<file path="config.mk">
export PLATFORM = sky130hd
export DESIGN_NAME = game_ctrl_flat
export DESIGN_NICKNAME = d
export VERILOG_FILES = /design/src/rtl/game_ctrl_if.sv /design/src/rtl/game_ctrl.sv /design/src/flat_wrapper.sv
export SDC_FILE = /design/constraint.sdc
export NUM_CORES = 1
export LEC_CHECK = 0
export BUFFER_PORTS_ARGS = -buffer_cell sky130_fd_sc_hd__buf_2
export CAP_MARGIN = 20
export CORE_ASPECT_RATIO = 0.7
export CORE_UTILIZATION = 40
export CTS_BUF_LIST = sky130_fd_sc_hd__clkbuf_2 sky130_fd_sc_hd__clkbuf_4 sky130_fd_sc_hd__clkbuf_8
export CTS_CLUSTER_DIAMETER = 100
export DETAILED_ROUTE_END_ITERATION = 10
export GPL_TIMING_DRIVEN = 0
export HOLD_SLACK_MARGIN = 0.15
export REMOVE_ABC_BUFFERS = 1
export SLEW_MARGIN = 40
export SYNTH_ARGS = -nofsm -noshare
export SYNTH_HDL_FRONTEND = slang
export SYNTH_SLANG_ARGS = --single-unit
</file>
<file path="constraint.sdc">
create_clock -name CLK -period 3.33 [get_ports CLK]
set_input_delay 0.666 -clock CLK [delete_from_list [all_inputs] [get_ports CLK]]
set_output_delay 0.666 -clock CLK [all_outputs]
set_load 0.02 [all_outputs]
</file>
<file path="src/rtl/game_ctrl_if.sv">
// Game sequencer bundle: player/video inputs into the sequencer and
// game state, score and speed back out to Jump, Ground and the display path.
interface game_ctrl_if;
    logic        start;
    logic        abort;
    logic        vs;
    logic        px_dinosaur;
    logic        px_obstacle;
    logic        game_status;
    logic        crashed;
    logic        frame_tick;
    logic [3:0]  speed;
    logic [13:0] score;

    modport master (
        output start, abort, vs, px_dinosaur, px_obstacle,
        input  game_status, crashed, frame_tick, speed, score
    );

    modport slave (
        input  start, abort, vs, px_dinosaur, px_obstacle,
        output game_status, crashed, frame_tick, speed, score
    );
endinterface

</file>
<file path="src/rtl/game_ctrl.sv">
// Central sequencer for the dinosaur runner: game state, collision detect,
// score and scroll speed, all updated on the frame boundary (vs falling).
//
//  state   | meaning
//  --------+----------------------------------------------------------
//  IDLE    | attract screen, waiting for start
//  ARMED   | start seen, waiting for the next frame boundary to begin
//  RUNNING | world scrolling, score counting, collisions detected
//  CRASHED | freeze frame / game over, waiting for restart
module game_ctrl #(
    parameter int         SCORE_DIV  = 6,
    parameter int         SPEED_STEP = 100,
    parameter logic [3:0] INIT_SPEED = 4'd1,
    parameter logic [3:0] MAX_SPEED  = 4'd9,
    parameter int         SCORE_MAX  = 9999
) (
    input logic         CLK,
    input logic         clrn,
    game_ctrl_if.slave  bus
);

    typedef enum logic [1:0] {
        IDLE    = 2'd0,
        ARMED   = 2'd1,
        RUNNING = 2'd2,
        CRASHED = 2'd3
    } state_t;

    localparam logic [5:0]  FRAME_LAST = 6'(SCORE_DIV - 1);
    localparam logic [13:0] STEP_LAST  = 14'(SPEED_STEP - 1);
    localparam logic [13:0] SCORE_TOP  = 14'(SCORE_MAX);

    state_t      state;
    state_t      state_nxt;
    logic        vs_q;
    logic        frame_tick_q;
    logic        start_req;
    logic        hit;
    logic [5:0]  frame_cnt;
    logic [13:0] step_cnt;
    logic [13:0] score_q;
    logic [3:0]  speed_q;
    logic        game_status_q;
    logic        crashed_q;

    logic        overlap;
    logic        hit_now;
    logic        run_start;
    logic        score_tick;

    // A collision in the tick cycle itself still belongs to the closing frame.
    assign overlap    = bus.px_dinosaur & bus.px_obstacle;
    assign hit_now    = hit | overlap;
    assign run_start  = (state == ARMED) & frame_tick_q & ~bus.abort;
    assign score_tick = (state == RUNNING) & frame_tick_q & ~hit_now & ~bus.abort;

    // State register.
    always_ff @(posedge CLK or negedge clrn) begin
        if (!clrn) begin
            state <= IDLE;
        end else begin
            state <= state_nxt;
        end
    end

    // Next-state decode; abort overrides everything else.
    always_comb begin
        state_nxt = state;
        if (bus.abort) begin
            state_nxt = IDLE;
        end else begin
            case (state)
                IDLE:    if (bus.start | start_req) state_nxt = ARMED;
                ARMED:   if (frame_tick_q) state_nxt = RUNNING;
                RUNNING: if (frame_tick_q & hit_now) state_nxt = CRASHED;
                CRASHED: if (bus.start) state_nxt = ARMED;
                default: state_nxt = IDLE;
            endcase
        end
    end

    // Frame boundary detect, registered state flags, start latch and hit flag.
    always_ff @(posedge CLK or negedge clrn) begin
        if (!clrn) begin
            vs_q          <= 1'b1;
            frame_tick_q  <= 1'b0;
            game_status_q <= 1'b0;
            crashed_q     <= 1'b0;
            start_req     <= 1'b0;
            hit           <= 1'b0;
        end else begin
            vs_q          <= bus.vs;
            frame_tick_q  <= vs_q & ~bus.vs;
            game_status_q <= (state_nxt == RUNNING);
            crashed_q     <= (state_nxt == CRASHED);

            if (bus.abort) begin
                start_req <= 1'b0;
            end else if (((state == IDLE) || (state == CRASHED)) && bus.start) begin
                start_req <= 1'b1;
            end else if ((state == ARMED) && frame_tick_q) begin
                start_req <= 1'b0;
            end

            if (bus.abort || (state != RUNNING) || frame_tick_q) begin
                hit <= 1'b0;
            end else if (overlap) begin
                hit <= 1'b1;
            end
        end
    end

    // Score and speed scheduling; a crashing tick leaves all counters untouched.
    always_ff @(posedge CLK or negedge clrn) begin
        if (!clrn) begin
            frame_cnt <= '0;
            step_cnt  <= '0;
            score_q   <= '0;
            speed_q   <= INIT_SPEED;
        end else if (run_start) begin
            frame_cnt <= '0;
            step_cnt  <= '0;
            score_q   <= '0;
            speed_q   <= INIT_SPEED;
        end else if (score_tick) begin
            if (frame_cnt == FRAME_LAST) begin
                frame_cnt <= '0;
                // Saturated score also freezes the speed schedule.
                if (score_q != SCORE_TOP) begin
                    score_q <= score_q + 14'd1;
                    if (step_cnt == STEP_LAST) begin
                        step_cnt <= '0;
                        if (speed_q < MAX_SPEED) begin
                            speed_q <= speed_q + 4'd1;
                        end
                    end else begin
                        step_cnt <= step_cnt + 14'd1;
                    end
                end
            end else begin
                frame_cnt <= frame_cnt + 6'd1;
            end
        end
    end

    assign bus.game_status = game_status_q;
    assign bus.crashed     = crashed_q;
    assign bus.frame_tick  = frame_tick_q;
    assign bus.speed       = speed_q;
    assign bus.score       = score_q;

endmodule

</file>
<file path="src/flat_wrapper.sv">
// flat-port wrapper written by rule: the top's interface ports become plain ports
module game_ctrl_flat 
#(
    parameter int         SCORE_DIV  = 6,
    parameter int         SPEED_STEP = 100,
    parameter logic [3:0] INIT_SPEED = 4'd1,
    parameter logic [3:0] MAX_SPEED  = 4'd9,
    parameter int         SCORE_MAX  = 9999
)
  (CLK, clrn, bus_start, bus_abort, bus_vs, bus_px_dinosaur, bus_px_obstacle, bus_game_status, bus_crashed, bus_frame_tick, bus_speed, bus_score);
  game_ctrl_if bus_i ();
  input logic CLK;
  input logic clrn;
  input wire logic [$bits(bus_i.start)-1:0] bus_start;
  input wire logic [$bits(bus_i.abort)-1:0] bus_abort;
  input wire logic [$bits(bus_i.vs)-1:0] bus_vs;
  input wire logic [$bits(bus_i.px_dinosaur)-1:0] bus_px_dinosaur;
  input wire logic [$bits(bus_i.px_obstacle)-1:0] bus_px_obstacle;
  output wire logic [$bits(bus_i.game_status)-1:0] bus_game_status;
  output wire logic [$bits(bus_i.crashed)-1:0] bus_crashed;
  output wire logic [$bits(bus_i.frame_tick)-1:0] bus_frame_tick;
  output wire logic [$bits(bus_i.speed)-1:0] bus_speed;
  output wire logic [$bits(bus_i.score)-1:0] bus_score;
  assign bus_i.start = bus_start;
  assign bus_i.abort = bus_abort;
  assign bus_i.vs = bus_vs;
  assign bus_i.px_dinosaur = bus_px_dinosaur;
  assign bus_i.px_obstacle = bus_px_obstacle;
  assign bus_game_status = bus_i.game_status;
  assign bus_crashed = bus_i.crashed;
  assign bus_frame_tick = bus_i.frame_tick;
  assign bus_speed = bus_i.speed;
  assign bus_score = bus_i.score;
  game_ctrl #(.SCORE_DIV(SCORE_DIV), .SPEED_STEP(SPEED_STEP), .INIT_SPEED(INIT_SPEED), .MAX_SPEED(MAX_SPEED), .SCORE_MAX(SCORE_MAX)) u_core (.CLK(CLK), .clrn(clrn), .bus(bus_i));
endmodule
</file>
==> impl_metrics.yaml, run 1 <==
sta:
  finalCritPeriodShare_pct: 75.12
  relSlewSlack_pct: 54.44
  fmax_mhz: 399.7
  skew_ns: 0.006929
  fin_tns_setup_ns: 0
  setup_violations: 0
  setup_slack_ns: 0.8284
  fin_crit_ns: 2.502
  rsz0062_at_grt: "false"
  holdWs_ns: 0.3697
  drv_slew: 0
  finalHoldViolCount: 0
  worst_pin_slew_ns: 0.6813
cts:
  clkTransAtPathRegs_ns: 0.08
  ctsResizeCount: 0
  cts_sinks: 46
  cts_buffer_depth: 2
  hold_buffers: 0
  cts_tree: "yes"
  clk_latency_ns: 0.29
  clockRootBuffer: "clkbuf_8"
  htreeDepth: 2
  cts_buffers: 5
  post_cts_buffers: 0
synth:
  syn_inst: 274
  netlist_area_um2: 2582
  synth_ff_type: "dfrtp_1"
  avgSynthCellArea_um2: 9.425
  synth_edf_count: 0
  async_flop_share_pct: 100.0
  ys_seq_elements: 46
  synth_cell_types: 47
  synth_warnings: 0
  synth-seq-area-share_pct: 44.67
cells_and_area:
  num-nets-final: 316
  final_common_cell: "dfrtp_1"
  num_antenna_cells: 0
  syn2layout_area_growth_pct: 10.66
  final_layout_size_suffix_gt1_share_pct: 16.78
  nFillCells: 598
  final_cell_area_um2: 2858
  mostFrequentLayoutCells: "dfrtp_1 (44), o21ai_0 (26), buf_2 (26)"
worst_setup_path:
  cp-end-kind: "register"
  critPathRequiredTime_ns: 3.55
  reg2reg_from: "u_core.bus.score[0]"
  rr_worst_depth: 6
  r2r_setup_slack_ns: 0.83
  critical_path_arrival_ns: 2.73
  start_kind: "register"
  crit_end: "u_core.step_cnt[8]"
  worst-path-max-fanout: 13
  reg2reg_to: "u_core.step_cnt[8]"
  crit_start: "u_core.bus.score[0]"
  path_class: "reg2reg"
place:
  hpwl_mm: 3.765
  dpl_worst_slack_ns: 0.4586
  place_area_um2: 2766
  gp_congestion: 0.8281
  io_buffers: 27
routing:
  drt-initial-drc-count: 143
  drt-vias-per-instance: 5.574
  drcViolationCount: 4
  wl_per_cell_um: 14.49
  vias: 2096
  first_pass_iters: 9
  detail-route-antenna-nets: 0
  wirelength_mm: 5.448
floorplanning:
  die_x_um: 98.04
  chipHeight_um: 69.23
  num_rows: 24
  die_area_um2: 6786
  pin_count: 28
  initial_core_util_pct: 41.55
  coreArea_um2: 6216
worst_hold_path:
  hold_path.class: "in2async"
grt:
  grt_pass1_vias: 2041
  antenna_found_initial: 0
  overflow: 0
  grt_busiest_layer: "met2"
  groute.usage.overall_pct: 17.48
  grt_max_degree: 47
  grt_pass1_wl_mm: 9.522
  use_met2_pct: 26.53
  grtUsageMet1_pct: 24.97
  grt_use_met3_pct: 3.931
pwr:
  ir_drop_mv: 0.2272
  p_per_area_nw_per_um2: 437.2
  leakage_uw: 0.001297
status:
  status: "finished with violations"
  violations: "design-rule violations"
run:
  drv_cap: 0
[layout make-up]
class	count	area [um^2]	share of cell area [%]
Multi-Input combinational cell	206	1325	46.37
Sequential cell	46	1154	40.37
Inverter	10	37.54	1.313
Clock buffer	7	83.83	2.933
Timing Repair Buffer	29	160.2	5.604
Tap cell	78	97.59	3.415
[worst min path at each step]
stage / to / slack [ns]
2_1_floorplan: u_core.bus.crashed / 0.37
3_3_place_gp: u_core.frame_cnt[5] / 0.47
3_5_place_dp: u_core.frame_cnt[5] / 0.46
4_1_cts: u_core.bus.score[11] / 0.39
5_1_grt: u_core.bus.score[11] / 0.41
6_report: u_core.bus.score[11] / 0.37
[metrics by stage]
step	power, uW	utilization [%]	std cells
after floorplan	842.4	-	262
after global placement	915.7	44.10	367
after detailed placement	924.1	44.50	368
after CTS	1265	45.85	375
after global routing	1333	45.97	376
final	1249	45.97	376
[synthesized netlist by cell type (all sizes together) (2+ instances only)]
| library cell | instances | share of area [%] |
|---|---|---|
| a21oi | 18 | 3.5 |
| buf | 6 | 2.0 |
| nor3 | 4 | 0.78 |
| nor4b | 2 | 0.68 |
| xor2 | 7 | 2.4 |
| o211ai | 2 | 0.58 |
| a31oi | 3 | 0.73 |
| o31ai | 2 | 0.58 |
| nor4 | 4 | 1.6 |
| clkbuf | 6 | 0.87 |
| and2 | 5 | 1.4 |
| nor2b | 6 | 1.5 |
| nand2b | 2 | 0.48 |
| nand2 | 15 | 2.2 |
| inv | 10 | 1.5 |
| xnor2 | 3 | 1.0 |
| nand3b | 4 | 1.9 |
| o21ai | 26 | 5.0 |
| or3 | 14 | 3.4 |
| nor2 | 24 | 3.5 |
| dfstp | 2 | 2.0 |
| or2 | 2 | 0.48 |
| nor3b | 2 | 0.58 |
| nand3 | 19 | 3.7 |
| dfrtp | 44 | 43 |
| nand4 | 9 | 3.3 |
| and3 | 9 | 2.2 |
| o41ai | 2 | 0.68 |
| ha | 11 | 5.3 |
[state kept, by name, indices dropped and copies added (netlist names)]
signal / flops
u_core.bus.score: 14
u_core.step_cnt: 14
u_core.frame_cnt: 6
u_core.bus.speed: 4
u_core.state: 2
u_core.bus.crashed: 1
u_core.bus.frame_tick: 1
u_core.bus.game_status: 1
u_core.hit: 1
u_core.start_req: 1
u_core.vs_q: 1
[routing by layer]
layer | wire, um | up-vias
met2 | 2292 | 35
met4 | 64 | 0
met3 | 208 | 7
li1 | - | 1031
met1 | 2883 | 1023
met5 | 0 | -
[worst max-delay path, stage by stage, from the launching register on]
cell	delay [ns]
dfrtp_1	0.44
ha_1	0.18
and3_1	0.28
nand4_1	0.58
nand2_1	0.63
o21ai_0	0.17
a21oi_1	0.14
[logic make-up after synthesis]
group / share of synthesized area, %
muxes: 0.3876
adders and majority gates: 5.329
AOI/OAI and AO/OA: 12.94
xor gates and xnor gates: 3.392
DFF: 44.67
buffers and inverters: 4.312
and+or+nand+nor: 28.97
[where the power goes]
group / total [uW] / switching, uW / internal (uW)
Combinational: 258 / 159 / 99.9
Clock: 337 / 175 / 161
Sequential: 654 / 47.3 / 607
Power figures use the tool's default switching activity.
==> run 2, diff against run 1 <==
--- a/config.mk
+++ b/config.mk
@@ -5,6 +5,7 @@
 export SDC_FILE = /design/constraint.sdc
 export NUM_CORES = 1
 export LEC_CHECK = 0
+export ABC_AREA = 1
 export BUFFER_PORTS_ARGS = -buffer_cell sky130_fd_sc_hd__buf_2
 export CAP_MARGIN = 20
 export CORE_ASPECT_RATIO = 0.7
==> constraint.sdc (replaced) <==
create_clock -name CLK -period 2.15 [get_ports CLK]
set_input_delay 0.43 -clock CLK [delete_from_list [all_inputs] [get_ports CLK]]
set_output_delay 0.43 -clock CLK [all_outputs]
set_load 0.02 [all_outputs]
==> impl_metrics.yaml, run 2 <==
place:
  dpl_worst_slack_ns: -0.5913
  gp_congestion: 0.8746
  io_buffers: 27
  hpwl_mm: 4.360
synth:
  avgSynthCellArea_um2: 7.258
  synth_warnings: 0
  synth_area_leader_cell: "dfrtp_1"
  synth_top_area_share_pct: 38.70
  syn_inst: 392
  async_flop_share_pct: 100.0
  synth-seq-area-share_pct: 40.55
  synth_cell_types: 27
  synth_common_cells: "nand2_1 (107), inv_1 (48), dfrtp_1 (44)"
  synth_ff_type: "dfrtp_1"
  ys_seq_elements: 46
  synth.most_common_cell: "nand2_1"
  netlist_area_um2: 2845
  synth_edf_count: 0
  synthTopCellsByArea: "dfrtp_1 (39%), nand2_1 (14%), nand3_1 (7.2%)"
worst_hold_path:
  hold_start: "bus_vs"
  hold_path.class: "in2reg"
  whs_endpoint: "u_core.vs_q"
  hold_depth: 1
cells_and_area:
  final_common_cell: "nand2_1"
  num-nets-final: 444
  mostFrequentLayoutCells: "nand2_1 (107), inv_1 (48), dfrtp_1 (44)"
  syn2layout_area_growth_pct: 13.19
  nFillCells: 716
  multi_input_area_um2: 1476
  register_area_um2: 1154
  final_layout_size_suffix_gt1_share_pct: 12.18
  num_antenna_cells: 0
worst_setup_path:
  reg2reg_from: "u_core.state[1]"
  critPathRequiredTime_ns: 2.34
  crit_chain: "inv_1, ha_1, nand3_4, nand3_1, nor2_4, nor2_8, nand3_1, nand2_1, nand2_1"
  cpMaxStageDelayCell: "dfrtp_1"
  path_class: "reg2reg"
  start_kind: "register"
  reg2reg_to: "u_core.bus.speed[2]"
  cpPeakStageDelay_ns: 0.44
  worst-path-max-fanout: 13
  path_delay_family: "simple AND/OR/NAND/NOR gates"
  cp-end-kind: "register"
  rr_worst_depth: 9
  critical_path_arrival_ns: 2.19
  r2r_setup_slack_ns: 0.15
  critPathBufInv: 1
sta:
  fmax_mhz: 499.7
  setup_slack_ns: 0.1486
  fin_crit_ns: 2.001
  worst_pin_slew_ns: 0.5953
  holdWs_ns: 0.2354
  relSlewSlack_pct: 60.31
  drv_slew: 0
  finalCritPeriodShare_pct: 93.09
  setup_violations: 0
  skew_ns: 0.007578
  finalHoldViolCount: 0
floorplanning:
  initial_core_util_pct: 41.72
  pin_count: 28
  chipHeight_um: 72.57
  num_rows: 25
  die_area_um2: 7460
  die_x_um: 102.8
  coreArea_um2: 6819
pwr:
  ir_drop_mv: 0.3332
  p_per_area_nw_per_um2: 755.1
  leakage_uw: 0.001570
routing:
  detail-route-antenna-nets: 0
  vias: 2613
  drcViolationCount: 0
  wirelength_mm: 6.584
  first_pass_iters: 4
  drt-initial-drc-count: 119
  drt-vias-per-instance: 5.015
  wl_per_cell_um: 12.64
cts:
  cts_buffer_depth: 2
  cts_tree: "yes"
  cts_sinks: 46
  clkTransAtPathRegs_ns: 0.09
  cts_buffers: 5
  clockRootBuffer: "clkbuf_8"
  htreeDepth: 2
  clk_latency_ns: 0.30
status:
  status: "completed"
grt:
  antenna_found_initial: 0
  grt_pass1_wl_mm: 11.27
  grt_pass1_vias: 2371
  grt_max_degree: 47
  overflow: 0
  groute.usage.overall_pct: 19.44
run:
  drv_cap: 0
==> run 2: cells by family (layout without fill, tap and decap cells) <==
kind of cell    after synthesis  count (layout)  synth area share (%)
compound gates               51              51                 9.807
flops                        46              46                 40.55
fa+ha+maj                    11              11                 4.837
simple gates                218             220                 33.42
xor+xnor                      8               8                 2.463
buf+inv                      58              91                 8.927
==> run 2: layout make-up <==
type	count	share of cell area, %
Multi-Input combinational cell	290	45.84
Sequential cell	46	35.82
Inverter	50	5.983
Timing Repair Buffer	33	5.750
Tap cell	94	3.652
Clock buffer	6	2.564
Clock inverter	2	0.3885
==> run 2: worst max path at each step <==
stage,startpoint,end,cells after the start
CTS,u_core.state[0],u_core.step_cnt[0],9
detailed placement,u_core.state[1],u_core.step_cnt[0],9
finish,u_core.state[1],u_core.bus.speed[2],9
global route,u_core.state[1],u_core.bus.speed[2],9
floorplan,u_core.state[1],u_core.bus.score[0],9
global placement,u_core.state[1],u_core.step_cnt[0],9
==> run 2: where the power goes <==
group | leakage [uW] | internal [uW] | total [uW] | switching, uW
sequential | 0.000588 | 991 | 1120 | 133
clock | 0.0000472 | 259 | 559 | 300
combinational | 0.000936 | 260 | 749 | 489
==> run 2: metrics by stage <==
step / TNS, ns / utilization [%] / total power, uW / area [um^2] / instances
finish: 0 / 47.23 / 2432 / 3221 / 521
global route: -0.001761 / 47.23 / 2640 / 3221 / 521
CTS: 0 / 46.90 / 2450 / 3198 / 519
detailed placement: -16.56 / 44.61 / 1848 / 3042 / 505
global placement: -33.99 / 44.50 / 1823 / 3034 / 505
floorplan: -6.840 / - / 1626 / 2781 / 384
==> run 2: routing by layer <==
layer  share of wire (%)  global-route usage [%]  wire length (um)  up-vias
met2                  41                   29.56              2691       60
met3                 3.9                   3.565               260        5
met4                0.67                   3.756                44        0
met5                   0                       0                 0        -
met1                  54                   28.91              3587     1207
li1                    -                       -                 -     1341
==> run 2: repair_timing <==
| action | CTS | global route |
|---|---|---|
| setup endpoints to repair | 35 | 25 |
| cloned | 2 | 0 |
| setup buffers | 3 | 2 |
| pin swaps | 2 | 1 |
| hold buffers | 1 | 0 |
| hold endpoints to repair | 18 | 0 |
| resized for setup | 1 | 2 |
==> run 3, diff against run 2 <==
==> constraint.sdc (replaced) <==
create_clock -name CLK -period 1.95 [get_ports CLK]
set_input_delay 0.39 -clock CLK [delete_from_list [all_inputs] [get_ports CLK]]
set_output_delay 0.39 -clock CLK [all_outputs]
set_load 0.02 [all_outputs]
==> impl_metrics.yaml, run 3 (same netlist as run 2, synthesis figures left out) <==
status:
  status: "completed"
sta:
  finalCritPeriodShare_pct: 92.67
  worst_pin_slew_ns: 0.5937
  rsz0062_at_grt: "false"
  finalHoldViolCount: 0
  skew_ns: 0.007469
  drv_slew: 0
  setup_slack_ns: 0.1429
  fin_tns_setup_ns: 0
  relSlewSlack_pct: 60.42
  fmax_mhz: 553.4
  setup_violations: 0
  fin_crit_ns: 1.807
worst_setup_path:
  rr_worst_depth: 9
  reg2reg_from: "u_core.state[1]"
  reg2reg_to: "u_core.bus.score[0]"
  worst-path-max-fanout: 6
  r2r_setup_slack_ns: 0.14
  critPathRequiredTime_ns: 2.18
  start_kind: "register"
  cp-end-kind: "register"
  path_class: "reg2reg"
  critical_path_arrival_ns: 2.04
routing:
  wirelength_mm: 6.532
  vias: 2613
  detail-route-antenna-nets: 0
  drcViolationCount: 0
  first_pass_iters: 4
  wl_per_cell_um: 12.49
  drt-initial-drc-count: 137
  drt-vias-per-instance: 4.996
cts:
  clkTransAtPathRegs_ns: 0.09
  cts_buffer_depth: 2
  clockRootBuffer: "clkbuf_8"
  cts_tree: "yes"
  cts_buffers: 5
  cts_sinks: 46
  htreeDepth: 2
  clk_latency_ns: 0.30
floorplanning:
  coreArea_um2: 6819
  die_area_um2: 7460
  pin_count: 28
  chipHeight_um: 72.57
  num_rows: 25
  die_x_um: 102.8
  initial_core_util_pct: 41.72
cells_and_area:
  final_common_cell: "nand2_1"
  final_layout_size_suffix_gt1_share_pct: 13.52
  register_area_um2: 1155
  mostFrequentLayoutCells: "nand2_1 (107), inv_1 (47), nor2_1 (43), dfrtp_1 (43), nand3_1 (39)"
  syn2layout_area_growth_pct: 14.12
  nFillCells: 718
  num-nets-final: 446
  utilization_pct: 47.61
  final_cell_area_um2: 3247
  num_antenna_cells: 0
  multi_input_area_um2: 1484
pwr:
  p_per_area_nw_per_um2: 825.2
  ir_drop_mv: 0.3721
  p_total_uw: 2679
  leakage_uw: 0.001579
place:
  place_area_um2: 3042
  gp_congestion: 0.8746
  hpwl_mm: 4.360
  dpl_worst_slack_ns: -0.7913
  io_buffers: 27
grt:
  grt_max_degree: 47
  grt_pass1_wl_mm: 11.35
  antenna_found_initial: 0
  grt_pass1_vias: 2404
  overflow: 0
  groute.usage.overall_pct: 19.56
worst_hold_path:
  hold_path.class: "in2reg"
  hold_depth: 1
  whs_endpoint: "u_core.vs_q"
  hold_start: "bus_vs"
run:
  drv_cap: 0
## run 3: cell type report
type                            count  area share (%)
Multi-Input combinational cell    290           45.70
Sequential cell                    46           35.57
Timing Repair Buffer               35           6.166
Inverter                           50           6.012
Tap cell                           94           3.622
Clock buffer                        6           2.543
Clock inverter                      2          0.3854
## run 3: critical path, stage by stage, from the launching register on
cell and delay (ns):
dfrtp_1 0.44, inv_1 0.13, ha_2 0.26, nand3_4 0.13
nand3_1 0.16, nor2_4 0.07, nor2_8 0.20, buf_4 0.17
nand2_1 0.05, o21ai_1 0.11
## run 3: repair_timing
action | in CTS | in global routing
endpoints found under the setup margin | 38 | 30
hold buffers | 1 | 0
resized for setup | 4 | 4
pin swaps | 3 | 0
cloned | 2 | 0
hold endpoints to repair | 44 | 0
setup buffers | 7 | 0
## run 3: worst max-delay path by stage
stage | startpoint | end | depth (start not counted)
2_1_floorplan | u_core.state[1] | u_core.bus.score[0] | 9
3_3_place_gp | u_core.state[1] | u_core.step_cnt[0] | 9
3_5_place_dp | u_core.state[1] | u_core.step_cnt[0] | 9
4_1_cts | u_core.bus.score[0] | u_core.step_cnt[0] | 9
5_1_grt | u_core.state[1] | u_core.bus.speed[2] | 8
6_report | u_core.state[1] | u_core.bus.score[0] | 9
## run 3: per-layer routing
| metal | up-vias | GRT usage [%] | share of wire [%] |
|---|---|---|---|
| met3 | 5 | 3.565 | 4.6 |
| met1 | 1206 | 29.09 | 54 |
| met4 | 0 | 3.756 | 0.67 |
| met5 | - | 0 | 0 |
| met2 | 53 | 29.78 | 41 |
| li1 | 1349 | - | - |
## run 3: power breakdown
| group | total, uW | switching (uW) | internal (uW) |
|---|---|---|---|
| Clock | 617 | 332 | 285 |
| Combinational | 820 | 532 | 288 |
| Sequential | 1240 | 149 | 1090 |
## run 3: through the flow
stage | hold WS (ns) | instances
2_1_floorplan | 0.09441 | 384
3_3_place_gp | 0.4486 | 505
3_5_place_dp | 0.4391 | 505
4_1_cts | 0.1861 | 523
5_1_grt | 0.1775 | 523
6_report | 0.1956 | 523
